<file path="config.mk">
export PLATFORM = sky130hd
export DESIGN_NAME = sync_ram_initiator
export DESIGN_NICKNAME = d
export VERILOG_FILES = /design/src/rtl/sync_ram_pkg.sv /design/src/rtl/sync_ram_initiator.sv
export SDC_FILE = /design/constraint.sdc
export NUM_CORES = 1
export LEC_CHECK = 0
export CAP_MARGIN = 20
export CORE_ASPECT_RATIO = 1.1
export CORE_MARGIN = 5
export CORE_UTILIZATION = 42
export DETAILED_ROUTE_END_ITERATION = 6
export GPL_ROUTABILITY_DRIVEN = 0
export HOLD_SLACK_MARGIN = 0.06
export PLACE_DENSITY = 0.91
export SETUP_SLACK_MARGIN = 0.1
export SLEW_MARGIN = 20
export SYNTH_ARGS = -nofsm -noshare
export SYNTH_HDL_FRONTEND = slang
export SYNTH_SLANG_ARGS = --single-unit
</file>
<file path="constraint.sdc">
create_clock -name clk -period 1.9 [get_ports clk]
set_input_delay 0.38 -clock clk [delete_from_list [all_inputs] [get_ports clk]]
set_output_delay 0.38 -clock clk [all_outputs]
set_load 0.02 [all_outputs]
</file>
<file path="src/rtl/sync_ram_pkg.sv">
// Shared types and default widths for the synchronous RAM initiator.
package sync_ram_pkg;
  localparam int ADDR_W_DEF = 3;
  localparam int DATA_W_DEF = 8;

  typedef enum logic [2:0] {
    IDLE    = 3'd0,
    ACCESS  = 3'd1,
    CAPTURE = 3'd2,
    RESP    = 3'd3,
    INIT    = 3'd4
  } state_e;
endpackage

</file>
<file path="src/rtl/sync_ram_initiator.sv">
// Single-outstanding initiator for a synchronous single-port RAM: client
// reads/writes over valid/ready plus a fill engine that writes every location.
module sync_ram_initiator
  import sync_ram_pkg::*;
#(
  parameter int ADDR_W = ADDR_W_DEF,
  parameter int DATA_W = DATA_W_DEF
) (
  input  logic              clk,
  input  logic              rst,
  input  logic              req_valid,
  output logic              req_ready,
  input  logic              req_we,
  input  logic [ADDR_W-1:0] req_addr,
  input  logic [DATA_W-1:0] req_wdata,
  output logic              rsp_valid,
  input  logic              rsp_ready,
  output logic [DATA_W-1:0] rsp_rdata,
  input  logic              init_start,
  input  logic [DATA_W-1:0] init_value,
  output logic              busy,
  output logic              ram_we,
  output logic [ADDR_W-1:0] ram_addr,
  output logic [DATA_W-1:0] ram_din,
  input  logic [DATA_W-1:0] ram_dout
);
  localparam logic [ADDR_W-1:0] LAST = '1;

  state_e              state_q, state_d;
  logic                ram_we_q, ram_we_d;
  logic [ADDR_W-1:0]   ram_addr_q, ram_addr_d;
  logic [DATA_W-1:0]   ram_din_q, ram_din_d;
  logic                rsp_valid_q, rsp_valid_d;
  logic [DATA_W-1:0]   rsp_rdata_q, rsp_rdata_d;
  logic [ADDR_W-1:0]   cnt_q, cnt_d;

  always_ff @(posedge clk or posedge rst) begin
    if (rst) begin
      state_q     <= IDLE;
      ram_we_q    <= 1'b0;
      ram_addr_q  <= '0;
      ram_din_q   <= '0;
      rsp_valid_q <= 1'b0;
      rsp_rdata_q <= '0;
      cnt_q       <= '0;
    end else begin
      state_q     <= state_d;
      ram_we_q    <= ram_we_d;
      ram_addr_q  <= ram_addr_d;
      ram_din_q   <= ram_din_d;
      rsp_valid_q <= rsp_valid_d;
      rsp_rdata_q <= rsp_rdata_d;
      cnt_q       <= cnt_d;
    end
  end

  // In ACCESS, ram_we_q still carries the accepted request's direction.
  always_comb begin
    state_d = state_q;
    case (state_q)
      IDLE: begin
        if (init_start)     state_d = INIT;
        else if (req_valid) state_d = ACCESS;
      end
      ACCESS:  state_d = ram_we_q ? IDLE : CAPTURE;
      CAPTURE: state_d = RESP;
      RESP:    if (rsp_ready) state_d = IDLE;
      INIT:    if (cnt_q == LAST) state_d = IDLE;
      default: state_d = IDLE;
    endcase
  end

  always_comb begin
    ram_we_d    = ram_we_q;
    ram_addr_d  = ram_addr_q;
    ram_din_d   = ram_din_q;
    rsp_valid_d = rsp_valid_q;
    rsp_rdata_d = rsp_rdata_q;
    cnt_d       = cnt_q;
    case (state_q)
      IDLE: begin
        if (init_start) begin
          ram_we_d   = 1'b1;
          ram_addr_d = '0;
          ram_din_d  = init_value;
          cnt_d      = '0;
        end else if (req_valid) begin
          ram_we_d   = req_we;
          ram_addr_d = req_addr;
          if (req_we) ram_din_d = req_wdata;
        end
      end
      ACCESS: ram_we_d = 1'b0;
      CAPTURE: begin
        rsp_rdata_d = ram_dout;
        rsp_valid_d = 1'b1;
      end
      RESP: if (rsp_ready) rsp_valid_d = 1'b0;
      INIT: begin
        // The last address ends the fill; the counter never wraps.
        if (cnt_q == LAST) begin
          ram_we_d = 1'b0;
        end else begin
          cnt_d      = cnt_q + 1'b1;
          ram_addr_d = cnt_q + 1'b1;
        end
      end
      default: ;
    endcase
  end

  assign req_ready = (state_q == IDLE) && !init_start;
  assign busy      = (state_q != IDLE);
  assign ram_we    = ram_we_q;
  assign ram_addr  = ram_addr_q;
  assign ram_din   = ram_din_q;
  assign rsp_valid = rsp_valid_q;
  assign rsp_rdata = rsp_rdata_q;
endmodule

</file>
==> metrics.txt <==
# TYPE chip_impl_metric gauge
chip_impl_metric{name="maxCapViolations",unit=""} 0
chip_impl_metric{name="clkLatencyLatePin",unit="ns"} 0.33
chip_impl_metric{name="yosys_register_bits",unit=""} 27
chip_impl_metric{name="async_set_or_reset_flop_fraction_in_the_synthesized_netlist",unit="%"} 100
chip_impl_metric{name="crit_buf_inv",unit=""} 1
chip_impl_metric{name="p_per_area",unit="nW/um^2"} 1380
chip_impl_metric{name="max-vdd-ir-drop",unit="mV"} 0.812
chip_impl_info{name="startpoint",value="state_q[0]"} 1
chip_impl_metric{name="synth.yosys.warnings",unit=""} 0
chip_impl_metric{name="syn-num-nets",unit=""} 139
chip_impl_metric{name="detail_route.iter0.violations",unit=""} 9
chip_impl_metric{name="synth_area_per_cell",unit="um^2"} 13.0
chip_impl_info{name="post-synth-top-area-cell",value="sky130_fd_sc_hd__dfrtp_1"} 1
chip_impl_metric{name="synth_largest_type_area_fraction",unit="%"} 50.0
chip_impl_info{name="crit-reg2reg-launch",value="state_q[2]"} 1
chip_impl_metric{name="via_count_of_the_first_global_routing_pass",unit=""} 1129
chip_impl_metric{name="area_of_the_multi_input_gates",unit="um^2"} 636
chip_impl_metric{name="rows",unit=""} 21
chip_impl_metric{name="timing.slew.headroom",unit="%"} 68.9
chip_impl_metric{name="chipWidth",unit="um"} 64.1
chip_impl_metric{name="track_usage",unit="%"} 14.5
chip_impl_metric{name="clkSinkCount",unit=""} 27
chip_impl_metric{name="via_density",unit=""} 5.29
chip_impl_metric{name="seqPwrFrac",unit="%"} 34.9
chip_impl_metric{name="htreeDepth",unit=""} 1
chip_impl_metric{name="i_o_pins",unit=""} 56
chip_impl_metric{name="power.leakage",unit="nW"} 0.874
chip_impl_info{name="synth.most_common_cell",value="sky130_fd_sc_hd__dfrtp_1"} 1
chip_impl_metric{name="globalRouteMet2Util",unit="%"} 22.6
chip_impl_info{name="main_synth_ff_type",value="sky130_fd_sc_hd__dfrtp_1"} 1
chip_impl_metric{name="globalRouteMet3Util",unit="%"} 5.19
chip_impl_metric{name="dr_total_vias",unit=""} 1031
chip_impl_metric{name="place.detailed.hpwl",unit="um"} 2460
chip_impl_metric{name="overflow",unit=""} 0
chip_impl_metric{name="switchingPower",unit="mW"} 0.998
chip_impl_info{name="grt.busiest_layer",value="met2"} 1
chip_impl_metric{name="max_clock_freq",unit="MHz"} 572
chip_impl_info{name="timing.setup.critical_path_class",value="register to output pin"} 1
chip_impl_metric{name="synthesis.instances",unit=""} 104
chip_impl_metric{name="grt_first_pass_wirelength",unit="um"} 5050
chip_impl_metric{name="critPathRequiredTime",unit="ns"} 1.52
chip_impl_metric{name="setup_ws",unit="ns"} 0.150
chip_impl_metric{name="worst-r2r-setup-slack",unit="ns"} 0.34
chip_impl_info{name="status",value="completed"} 1
chip_impl_metric{name="routed_wl",unit="um"} 3070
chip_impl_info{name="capturing_element_type_of_the_critical_path",value="output pin"} 1
chip_impl_metric{name="synth.cell_area",unit="um^2"} 1350
chip_impl_metric{name="grt_max_degree",unit=""} 19
chip_impl_metric{name="antenna-diode-count",unit=""} 0
chip_impl_metric{name="post-route-min-period",unit="ns"} 1.75
chip_impl_metric{name="yosysUniqueCellTypes",unit=""} 31
chip_impl_info{name="start_kind",value="register"} 1
chip_impl_metric{name="hold_violations",unit=""} 0
chip_impl_metric{name="path_max_fanout",unit=""} 3
chip_impl_metric{name="grt_antenna_before_repair",unit=""} 0
chip_impl_info{name="grt_setup_unrepaired",value="yes"} 1
chip_impl_info{name="cp_top_family",value="simple AND/OR/NAND/NOR gates"} 1
chip_impl_metric{name="synth_edf_count",unit=""} 0
chip_impl_metric{name="portBuffers",unit=""} 55
chip_impl_info{name="reg2reg_to",value="rsp_rdata[0]"} 1
chip_impl_metric{name="finalCritPeriodShare",unit="%"} 92.1
chip_impl_metric{name="timing_worst_slew_pin_value",unit="ns"} 0.461
chip_impl_metric{name="timing.final.setup_violations",unit=""} 0
chip_impl_metric{name="comb_power_share",unit="%"} 55.8
chip_impl_metric{name="p_int",unit="mW"} 1.75
chip_impl_metric{name="worst-r2r-cell-count",unit=""} 3
chip_impl_metric{name="placedInstanceArea",unit="um^2"} 1960
chip_impl_metric{name="ctsHoldBuffers",unit=""} 0
chip_impl_metric{name="max-clock-path-buffers",unit=""} 2
chip_impl_metric{name="wire_per_inst",unit="um"} 15.7
chip_impl_info{name="cts.root.buffer_cell",value="sky130_fd_sc_hd__clkbuf_4"} 1
chip_impl_info{name="tritoncts",value="built"} 1
chip_impl_metric{name="n_fill_cell",unit=""} 216
chip_impl_metric{name="ff_latch_area",unit="um^2"} 676
chip_impl_metric{name="initial_core_util",unit="%"} 43.9
chip_impl_info{name="worstHoldPathType",value="primary input to async pin"} 1
chip_impl_metric{name="proportion_of_synthesized_chip_area_in_sequential_cells",unit="%"} 50.0
chip_impl_metric{name="grt_use_met1",unit="%"} 17.6
chip_impl_metric{name="layout_stage_area_growth_over_the_synthesis_result",unit="%"} 47.5
chip_impl_metric{name="cts.clk_slew.worst_paths",unit="ns"} 0.15
chip_impl_info{name="crit_chain",value="or3_4, buf_2"} 1
chip_impl_metric{name="area_inside_the_core_boundary",unit="um^2"} 3070
chip_impl_metric{name="ant_nets",unit=""} 0
chip_impl_info{name="commonest_cells_post_synth",value="27 x sky130_fd_sc_hd__dfrtp_1, 17 x sky130_fd_sc_hd__mux2_2, 8 x sky130_fd_sc_hd__mux2_4"} 1
chip_impl_metric{name="timing.final.max_slew_violations",unit=""} 0
chip_impl_metric{name="layout_cell_area_excl_fill",unit="um^2"} 1990
chip_impl_metric{name="cpPeakStageDelay",unit="ns"} 0.44
chip_impl_metric{name="final_layout_size_suffix_gt1_share",unit="%"} 25.5
chip_impl_metric{name="cts_buffers",unit=""} 3
chip_impl_info{name="synth.area.top_cells",value="sky130_fd_sc_hd__dfrtp_1 50%, sky130_fd_sc_hd__mux2_2 14%, sky130_fd_sc_hd__mux2_4 8.9%"} 1
chip_impl_metric{name="timing.clock.skew",unit="ns"} 0.00986
chip_impl_metric{name="drt_drc_violations_left",unit=""} 0
chip_impl_metric{name="detailedPlace.worstSlack",unit="ns"} -0.128
chip_impl_metric{name="drt_first_pass_iters",unit=""} 4
chip_impl_metric{name="power.share.switching",unit="%"} 36.3
chip_impl_metric{name="nNetsFinal",unit=""} 197
chip_impl_metric{name="die_area",unit="um^2"} 4450
chip_impl_info{name="crit_slowest_cell",value="sky130_fd_sc_hd__or3_4"} 1
chip_impl_metric{name="die_h",unit="um"} 69.5
chip_impl_metric{name="critical_path_arrival",unit="ns"} 1.37
chip_impl_metric{name="pwr-share-clk",unit="%"} 9.3
==> cell usage in the layout (no fill, tap or decap), drive strengths merged, types with 2 or more instances in the layout <==
cell type / instances
clkdlybuf4s50: 52
dfrtp: 27
mux2: 25
nor2: 7
a22o: 6
buf: 6
nor3: 5
a21oi: 5
clkbuf: 3
inv: 2
a2bb2oi: 2
ha: 2
==> state kept, by name, summed over array words and instances (netlist names) <==
register,cells
ram_din,8
ram_addr,3
state_q,3
cnt_q,3
rsp_rdata,8
ram_we,1
rsp_valid,1
==> area by class of cell <==
cell class / count / share of cell area, %
inverters: 2 / 0.377
multi-input cells: 68 / 31.9
clock buffers: 3 / 1.13
well taps: 34 / 2.14
flip-flops and latches: 27 / 33.9
repair buffers: 60 / 30.1
clock inverters: 1 / 0.377
==> through the flow <==
stage          TNS, ns  hold WS, ns  util, %  power, mW  cells
3_5_place_dp    -0.128        0.480     63.6       2.53    191
6_report             0        0.311     64.8       2.75    195
2_1_floorplan        0        0.433        -       1.92    104
4_1_cts              0        0.309     64.5       2.78    195
5_1_grt              0        0.324     64.8       2.94    195
3_3_place_gp   -0.0966        0.462     63.6       2.47    191
==> repair_timing <==
action,4_1_cts,5_1_grt
buffers inserted,0,0
setup endpoints to repair,2,3
gates resized for setup,8,2
pin swaps,0,1
==> power groups by stage <==
stage,Clock [mW],Combinational (mW),Sequential [mW]
floorplan,0,0.757,1.16
global placement,0,1.51,0.960
detailed placement,0,1.57,0.961
CTS,0.266,1.56,0.960
global route,0.291,1.66,0.994
finish,0.256,1.53,0.958
==> worst max-delay path by stage <==
| stage | to | slack (ns) | cells after the start |
|---|---|---|---|
| floorplan | req_ready | 0.11 | 3 |
| global placement | req_ready | -0.1 | 3 |
| detailed placement | req_ready | -0.13 | 3 |
| CTS | busy | 0.13 | 2 |
| global route | req_ready | 0.09 | 2 |
| finish | busy | 0.15 | 2 |
==> logic make-up (layout without fill, tap and decap cells) <==
logic type               count (synthesis)  after routing  synth area share [%]
flip-flops                              27             27                  50.0
multiplexers                            25             25                  23.1
AO/OA/AOI/OAI                           21             21                  11.6
AND/OR/NAND/NOR                         20             20                  10.1
buffers and inverters                    9             66                  3.34
adder cells (fa/ha/maj)                  2              2                  1.85
==> routing by layer <==
metal | part of all wire, % | up-vias
li1 | - | 494
met1 | 41 | 493
met2 | 49 | 40
met3 | 8.7 | 4
met4 | 1.4 | 0
met5 | 0 | -
Power figures use the tool's default switching activity.
